--- config.mk ---
export PLATFORM = sky130hd
export DESIGN_NAME = clint_timer_swi
export DESIGN_NICKNAME = d
export VERILOG_FILES = /design/src/rtl/clint_timer_swi.sv
export SDC_FILE = /design/constraint.sdc
export NUM_CORES = 1
export LEC_CHECK = 0
export BUFFER_PORTS_ARGS = -buffer_cell sky130_fd_sc_hd__buf_2
export CAP_MARGIN = 5
export CORE_MARGIN = 8
export CORE_UTILIZATION = 50
export DETAILED_ROUTE_END_ITERATION = 8
export PLACE_DENSITY = 0.71
export SLEW_MARGIN = 20
export SYNTH_ARGS = -nofsm -noshare
export SYNTH_HDL_FRONTEND = slang
export SYNTH_SLANG_ARGS = --single-unit
--- constraint.sdc ---
create_clock -name clk -period 6.8 [get_ports clk]
set_clock_uncertainty 0.1 [all_clocks]
set_input_delay 0.68 -clock clk [delete_from_list [all_inputs] [get_ports clk]]
set_output_delay 0.68 -clock clk [all_outputs]
set_load 0.01 [all_outputs]
--- src/rtl/clint_timer_swi.sv ---
`timescale 1ns/1ps
// Core-local timer (64-bit mtime/mtimecmp) and software interrupt (msip),
// accessed through a 32-bit valid/ready register port with one-cycle response.
module clint_timer_swi #(
    parameter int unsigned TIMEDIV = 1,
    parameter int unsigned ADRW    = 16
) (
    input  logic            clk,
    input  logic            resetn,
    input  logic            ReqValid,
    output logic            ReqReady,
    input  logic            ReqWrite,
    input  logic [ADRW-1:0] ReqAdr,
    input  logic [31:0]     ReqWData,
    input  logic [3:0]      ReqStrb,
    output logic            RspValid,
    input  logic            RspReady,
    output logic [31:0]     RspRData,
    output logic            RspErr,
    output logic            MTimerInt,
    output logic            MSwInt,
    output logic [63:0]     MTime
);

    localparam logic [ADRW-1:0] A_MSIP    = ADRW'(32'h0000);
    localparam logic [ADRW-1:0] A_CMP_LO  = ADRW'(32'h4000);
    localparam logic [ADRW-1:0] A_CMP_HI  = ADRW'(32'h4004);
    localparam logic [ADRW-1:0] A_TIME_LO = ADRW'(32'hBFF8);
    localparam logic [ADRW-1:0] A_TIME_HI = ADRW'(32'hBFFC);
    localparam logic [15:0]     DIV_LAST  = 16'(TIMEDIV - 1);

    logic [63:0] mtime;
    logic [63:0] mtimecmp;
    logic        msip;
    logic [15:0] presc;
    logic        tick;
    logic        accept;
    logic        sel_msip, sel_cmp_lo, sel_cmp_hi, sel_time_lo, sel_time_hi, hit;
    logic        wr_msip, wr_cmp_lo, wr_cmp_hi, wr_time_lo, wr_time_hi;
    logic [31:0] rd_data;
    logic        adr_unused;

    function automatic logic [31:0] merge(input logic [31:0] old_v,
                                          input logic [31:0] new_v,
                                          input logic [3:0]  strb);
        logic [31:0] r;
        for (int b = 0; b < 4; b++)
            r[b*8 +: 8] = strb[b] ? new_v[b*8 +: 8] : old_v[b*8 +: 8];
        return r;
    endfunction

    assign adr_unused  = &{1'b1, ReqAdr[1:0]};
    assign ReqReady    = ~RspValid | RspReady;
    assign accept      = ReqValid & ReqReady;
    assign tick        = (presc == DIV_LAST);

    assign sel_msip    = (ReqAdr[ADRW-1:2] == A_MSIP[ADRW-1:2]);
    assign sel_cmp_lo  = (ReqAdr[ADRW-1:2] == A_CMP_LO[ADRW-1:2]);
    assign sel_cmp_hi  = (ReqAdr[ADRW-1:2] == A_CMP_HI[ADRW-1:2]);
    assign sel_time_lo = (ReqAdr[ADRW-1:2] == A_TIME_LO[ADRW-1:2]);
    assign sel_time_hi = (ReqAdr[ADRW-1:2] == A_TIME_HI[ADRW-1:2]);
    assign hit         = sel_msip | sel_cmp_lo | sel_cmp_hi | sel_time_lo | sel_time_hi;

    assign wr_msip     = accept & ReqWrite & sel_msip;
    assign wr_cmp_lo   = accept & ReqWrite & sel_cmp_lo;
    assign wr_cmp_hi   = accept & ReqWrite & sel_cmp_hi;
    assign wr_time_lo  = accept & ReqWrite & sel_time_lo;
    assign wr_time_hi  = accept & ReqWrite & sel_time_hi;

    always_comb begin
        rd_data = '0;
        if (sel_msip)
            rd_data = {31'd0, msip};
        else if (sel_cmp_lo)
            rd_data = mtimecmp[31:0];
        else if (sel_cmp_hi)
            rd_data = mtimecmp[63:32];
        else if (sel_time_lo)
            rd_data = mtime[31:0];
        else if (sel_time_hi)
            rd_data = mtime[63:32];
    end

    always_ff @(posedge clk) begin
        if (!resetn) begin
            mtime     <= '0;
            mtimecmp  <= '1;
            msip      <= 1'b0;
            presc     <= '0;
            MTimerInt <= 1'b0;
            RspValid  <= 1'b0;
            RspRData  <= '0;
            RspErr    <= 1'b0;
        end else begin
            presc <= tick ? 16'd0 : presc + 16'd1;

            // A write to either half wins over the tick for the whole register.
            if (wr_time_lo)
                mtime <= {mtime[63:32], merge(mtime[31:0], ReqWData, ReqStrb)};
            else if (wr_time_hi)
                mtime <= {merge(mtime[63:32], ReqWData, ReqStrb), mtime[31:0]};
            else if (tick)
                mtime <= mtime + 64'd1;

            if (wr_cmp_lo)
                mtimecmp[31:0] <= merge(mtimecmp[31:0], ReqWData, ReqStrb);
            if (wr_cmp_hi)
                mtimecmp[63:32] <= merge(mtimecmp[63:32], ReqWData, ReqStrb);
            if (wr_msip && ReqStrb[0])
                msip <= ReqWData[0];

            MTimerInt <= (mtime >= mtimecmp);

            if (accept) begin
                RspValid <= 1'b1;
                RspRData <= ReqWrite ? 32'd0 : rd_data;
                RspErr   <= ~hit;
            end else if (RspReady) begin
                RspValid <= 1'b0;
            end
        end
    end

    assign MSwInt = msip;
    assign MTime  = mtime;

endmodule

==> metrics.csv, run 1 <==
metric,value,unit
status,completed,
wire length per cell,22.24,um
CORE AREA,0.02237,mm^2
WP buf/inv,1,
Crit Path Max Fanout,27,
count of antenna-violating nets left after detailed routing,0,
Crit Path Class,input port to flop,
Crit-path slowest cell,and4_1,
I/O pin total,158,
Initial Util,50.27,%
clock latency at the later pin of the worst-skew pair,0.44,ns
largest cells by area after synthesis,"dfxtp_1, ha_1, a221oi_1",
Worst-path clk slew,0.07,ns
DP Wirelength,27.32,mm
Final WS setup,3.080,ns
DR vias,11820,
crit end category,flop,
nets,1588,
"worst slack, placed",2.768,ns
initial antenna violation count,0,
cells along the critical path,"buf_2, nand2b_1, and3_1, and4_1, a21oi_1, o41ai_1, a211oi_1",
post-synthesis register bit count,180,
Yosys cell types,76,
Die Ht,165.9,um
H-tree depth,4,
Fillers,2082,
register area share after synthesis,32.05,%
total length of routed met2 wires,17.71,mm
Max-Cap Viols,0,
GPL Wtd Cong,0.9407,
clk buf depth,2,
Peak VDD IR,0.0001310,V
share of layout cells above drive strength 1,15.64,%
Routed WL,39.19,mm
min Tclk post-route,3.720,ns
most instantiated library cell after synthesis,dfxtp_1,
syn avg cell area,8.176,um^2
DIE WIDTH,165.9,um
asr flop ratio synth,0,%
CTS Hold Bufs,0,
ys flop type,dfxtp_1,
Post-Syn Area,0.01124,mm^2
number of remaining DRC errors,0,
Final setup viols,0,
die area,0.02754,mm^2
Slew Limit Fails,0,
Metal-1 WL,16.51,mm
leading area contributor after synthesis,dfxtp_1,
Final TNS setup,0,ns
Final Hold Viols,0,
DR WL met3,3.781,mm
Hold WS,0.3743,ns
DRT iter0 DRCs,1340,
worst min path class,flop to flop,
ANT cells,0,
RSZ-0062 raised after global routing,false,
period utilization,54.71,%
first-pass GRT wire length,61.39,mm
Worst EP arrival,3.90,ns
post-CTS sizing,0,
Root Buffer,clkbuf_16,
clock sink count,180,
Post-DP Area,0.01206,mm^2
CP max stage delay,1.09,ns
highest metal used,met4,
Synth top area share,32.05,%
largest net degree at the start of global routing,78,
Worst Tran Pin Value,1.148,ns
number of synthesized flops with an enable pin,0,
cell count after synthesis,1375,
number of vias per cell,6.707,
IO Port Bufs,155,
CTS tree,built,
Commonest cells post-synth,"dfxtp_1, nand2_1, a21oi_1",
post-route cell area,0.01262,mm^2
DRT Pass-1 Iters,5,
synth warn,0,
family with the most delay on the worst path,simple AND/OR/NAND/NOR gates,
Slew Limit Headroom,23.46,%
GRT Util Overall,27.38,%
crit start category,input port,
total grt overflow,0,
area grow syn2layout,12.23,%
Post-CTS Setup Inserts,0,
Lkg Pwr,5.872,nW
"Net Count, Synth",1499,
total power,2.157,mW
vias in the first global route,10950,
f_max,268.8,MHz
Critical Path RT,6.98,ns
P per Cell Area,171.0,mW/mm^2
Placement Rows,55,
TritonCTS Buffers,17,
## metal layers
layer  vias up  track usage [%]
met1      5653            35.96
met2       645            43.50
met4         0            10.79
met5         -                0
li1       5418                -
met3       102            5.467
## area by class of cell
type / instances / area [um^2] / share of cell area, %
well taps: 285 / 356.6 / 2.826
inverters: 82 / 307.8 / 2.440
clock inverters: 15 / 121.4 / 0.9619
repair buffers: 167 / 868.3 / 6.882
clock buffers: 17 / 425.4 / 3.372
flip-flops and latches: 180 / 3603 / 28.56
multi-input cells: 1016 / 6934 / 54.96
## sequential cells by signal (all words and copies together), names as in the netlist
register and flops:
MSwInt 1, RspValid 1, RspRData 32, RspErr 1, MTimerInt 1, MTime 64, presc 16, mtimecmp 64
## placed cells by master (no fill, tap or decap), drive strengths merged, types with 8 or more instances in the layout
| cell type | Yosys | final |
|---|---|---|
| dfxtp | 180 | 180 |
| buf | 43 | 167 |
| nand2 | 135 | 135 |
| a21oi | 104 | 104 |
| nor2 | 91 | 91 |
| inv | 81 | 88 |
| o211ai | 67 | 67 |
| ha | 67 | 67 |
| a221oi | 65 | 65 |
| o21ai | 57 | 57 |
| a22o | 42 | 42 |
| and3 | 37 | 37 |
| nand4 | 36 | 36 |
| nand3 | 36 | 36 |
| a21o | 31 | 31 |
| nor3 | 29 | 29 |
| and4 | 22 | 22 |
| and2 | 18 | 18 |
| nor4 | 18 | 18 |
| clkbuf | 54 | 17 |
| a31oi | 17 | 17 |
| a32o | 12 | 12 |
| o211a | 11 | 11 |
| a211oi | 10 | 10 |
| nand2b | 9 | 9 |
| a41oi | 8 | 8 |
## report_power, final
group | internal [mW] | leakage (nW) | switching, mW
Combinational | 0.0402 | 4.15 | 0.0888
Sequential | 1.06 | 1.45 | 0.00616
Clock | 0.479 | 0.270 | 0.484
Total | 1.58 | 5.87 | 0.579
## path summary, 6_finish.rpt
| path | slack [ns] | endpoint | from | cells past startpoint |
|---|---|---|---|---|
| worst max-delay path | 3.08 | MTime[59] | RspReady | 7 |
| worst min-delay path | 0.37 | RspRData[24] | RspRData[24] | 1 |
| worst max register to register | 3.10 | MTime[59] | RspValid | 6 |
| worst min register to register | 0.37 | RspRData[24] | RspRData[24] | 1 |
## stage by stage
stage | std cells | util [%]
after detailed placement | 1730 | 53.91
after CTS | 1762 | 56.35
after global routing | 1762 | 56.41
final | 1762 | 56.41
after floorplan | 1375 | -
after global placement | 1730 | 53.91
## cells by family (layout without fill, tap and decap cells)
logic type               Yosys count  count (layout)  synth area share [%]
AND/OR/NAND/NOR                  459             459                 21.99
multiplexers                       5               5                0.5008
buffers and inverters            179             281                 6.611
XOR/XNOR                          12              12                0.9349
AO/OA/AOI/OAI                    473             473                 30.45
adder cells (fa/ha/maj)           67              67                 7.457
flip-flops                       180             180                 32.05
Power figures use the tool's default switching activity.
==> inputs of run 2 (changes only) <==
==> constraint.sdc (replaced) <==
create_clock -name clk -period 3.5 [get_ports clk]
set_clock_uncertainty 0.1 [all_clocks]
set_input_delay 0.35 -clock clk [delete_from_list [all_inputs] [get_ports clk]]
set_output_delay 0.35 -clock clk [all_outputs]
set_load 0.01 [all_outputs]
==> run 2 against run 1 <==
Wire length is 1.6% higher. Worst setup slack worse by 2.5 ns. Via count is essentially flat. Clock-buffer cell count up 1. Sequential power increased by 93%. Largest power group unchanged. Critical endpoint is now MTime[24]. Non-clock buffer count rose by 28. Flip-flop and latch count did not move. Design area up 2.1%. Utilization grew 1.2 points. Register-to-register slack lost 2.5 ns.
==> metrics.csv, run 2 (synthesized netlist as in run 1, its figures left out) <==
metric,value,unit,change
status,completed,,
wire length per cell,22.24,um,about the same
hold path startpoint,ReqValid,,
largest net degree at the start of global routing,103,,+32%
Initial Util,50.27,%,unchanged
I/O pin total,158,,unchanged
number of remaining DRC errors,0,,unchanged
"reg-to-reg slack, setup",0.56,ns,-2.54 ns
min Tclk post-route,2.940,ns,
Lkg Pwr,6.026,nW,+2.6%
Critical Path RT,3.76,ns,-3.22 ns
Die Ht,165.9,um,unchanged
Max-Cap Viols,0,,unchanged
clock sink count,180,,unchanged
crit start category,flop,,
H-tree depth,4,,unchanged
"most common cell after layout, fill and taps aside",dfxtp_1,,
Peak VDD IR,0.0002949,V,+130%
Worst-path clk slew,0.07,ns,about the same
DP Wirelength,28.48,mm,+4.2%
most frequent cells in the layout,"dfxtp_1, buf_2, nand2_1, a21oi_1, nor2_1",,
total power,4.313,mW,+100%
count of antenna-violating nets left after detailed routing,0,,unchanged
"worst slack, placed",0.5330,ns,-2.235 ns
CORE AREA,0.02237,mm^2,unchanged
post-CTS sizing,0,,unchanged
CP dominant cell by count,a21oi_1,,
r2r worst-path depth,6,,unchanged
reg-to-reg startpoint,RspValid,,
vias in the first global route,11420,,+4.2%
Placement Rows,55,,unchanged
Routed WL,39.81,mm,+1.6%
initial antenna violation count,0,,unchanged
Worst Tran Pin Value,0.9857,ns,-0.1624 ns
Crit Path Class,flop to flop,,
Crit-path slowest cell,a21oi_1,,
TritonCTS Buffers,17,,unchanged
P per Cell Area,334.6,mW/mm^2,+96%
clk buf depth,2,,unchanged
Crit. Startpoint,RspValid,,
Final setup viols,0,,unchanged
Post-CTS Setup Inserts,0,,unchanged
Final WS setup,0.5596,ns,-2.520 ns
Slew Limit Fails,0,,unchanged
nets,1616,,+1.8%
Final Hold Viols,0,,unchanged
crit end category,flop,,
period utilization,84.01,%,
first-pass GRT wire length,62.58,mm,+1.9%
Hold WS,0.09173,ns,-0.2826 ns
ANT cells,0,,unchanged
share of layout cells above drive strength 1,17.21,%,+1.6 points
CP max stage delay,0.84,ns,-0.25 ns
Final TNS setup,0,ns,unchanged
utilization of the core after routing,57.62,%,+1.2 points
Crit Path Max Fanout,16,,-41%
DIE WIDTH,165.9,um,unchanged
DR vias,11820,,+0.025%
clock latency at the later pin of the worst-skew pair,0.44,ns,about the same
total grt overflow,0,,unchanged
f_max,340.1,MHz,
Root Buffer,clkbuf_16,,
DRT Pass-1 Iters,5,,unchanged
Worst EP arrival,3.21,ns,-0.69 ns
Critical path destination,MTime[24],,
FF-to-FF End,MTime[24],,
area grow syn2layout,14.64,%,
CTS Hold Bufs,0,,unchanged
IO Port Bufs,155,,unchanged
number of vias per cell,6.604,,-1.5%
GPL Wtd Cong,0.9433,,+0.28%
die area,0.02754,mm^2,unchanged
cells along the critical path,"nand2b_1, and3_1, a21oi_2, a21oi_1, o21ai_0, a21oi_1",,
CTS tree,built,,
RSZ-0062 raised after global routing,false,,
Slew Limit Headroom,34.29,%,+11 points
worst min path class,input port to flop,,
GRT Util Overall,27.86,%,+0.48 points
DRT iter0 DRCs,1246,,-7.0%
-- run 2: power breakdown --
group          internal [mW]  leakage [nW]  switching [mW]
combinational         0.0830          4.28           0.175
clock                   1.04         0.287           0.948
sequential              2.06          1.45          0.0122
-- run 2: cell type report --
class	instances	area [um^2]
Inverter	82	307.8
Timing Repair Buffer	195	1104
Fill cell	2032	9478
Clock buffer	18	439.2
Tap cell	285	356.6
Multi-Input combinational cell	1016	6920
Sequential cell	180	3603
Clock inverter	14	156.4
-- run 2: metal layers --
layer	up-vias	global-route usage, %	wire, um
li1	5466	-	-
met1	5665	35.72	16630
met2	601	45.17	18200
met3	89	5.538	3742
met4	0	11.38	1227
met5	-	0	0
-- run 2: worst min path at each step --
| stage | slack [ns] | cells past startpoint | endpoint |
|---|---|---|---|
| after floorplan | 0.37 | 1 | presc[0] |
| after global routing | 0.10 | 3 | RspValid |
| final | 0.09 | 3 | RspValid |
| after detailed placement | 0.36 | 1 | RspRData[10] |
| after global placement | 0.36 | 1 | RspRData[24] |
| after CTS | 0.08 | 3 | RspValid |
-- run 2: through the flow --
stage	area, um^2	std cells
floorplan	11240	1375
global placement	12290	1758
detailed placement	12290	1758
CTS	12890	1790
global route	12890	1790
finish	12890	1790
-- run 2: worst max-delay path, delay by kind of cell (launching register included) --
| family | cells | cell delay (ns) |
|---|---|---|
| AOI/OAI and AO/OA | 4 | 1.56 |
| DFF | 1 | 0.31 |
| and+or+nand+nor | 2 | 0.87 |
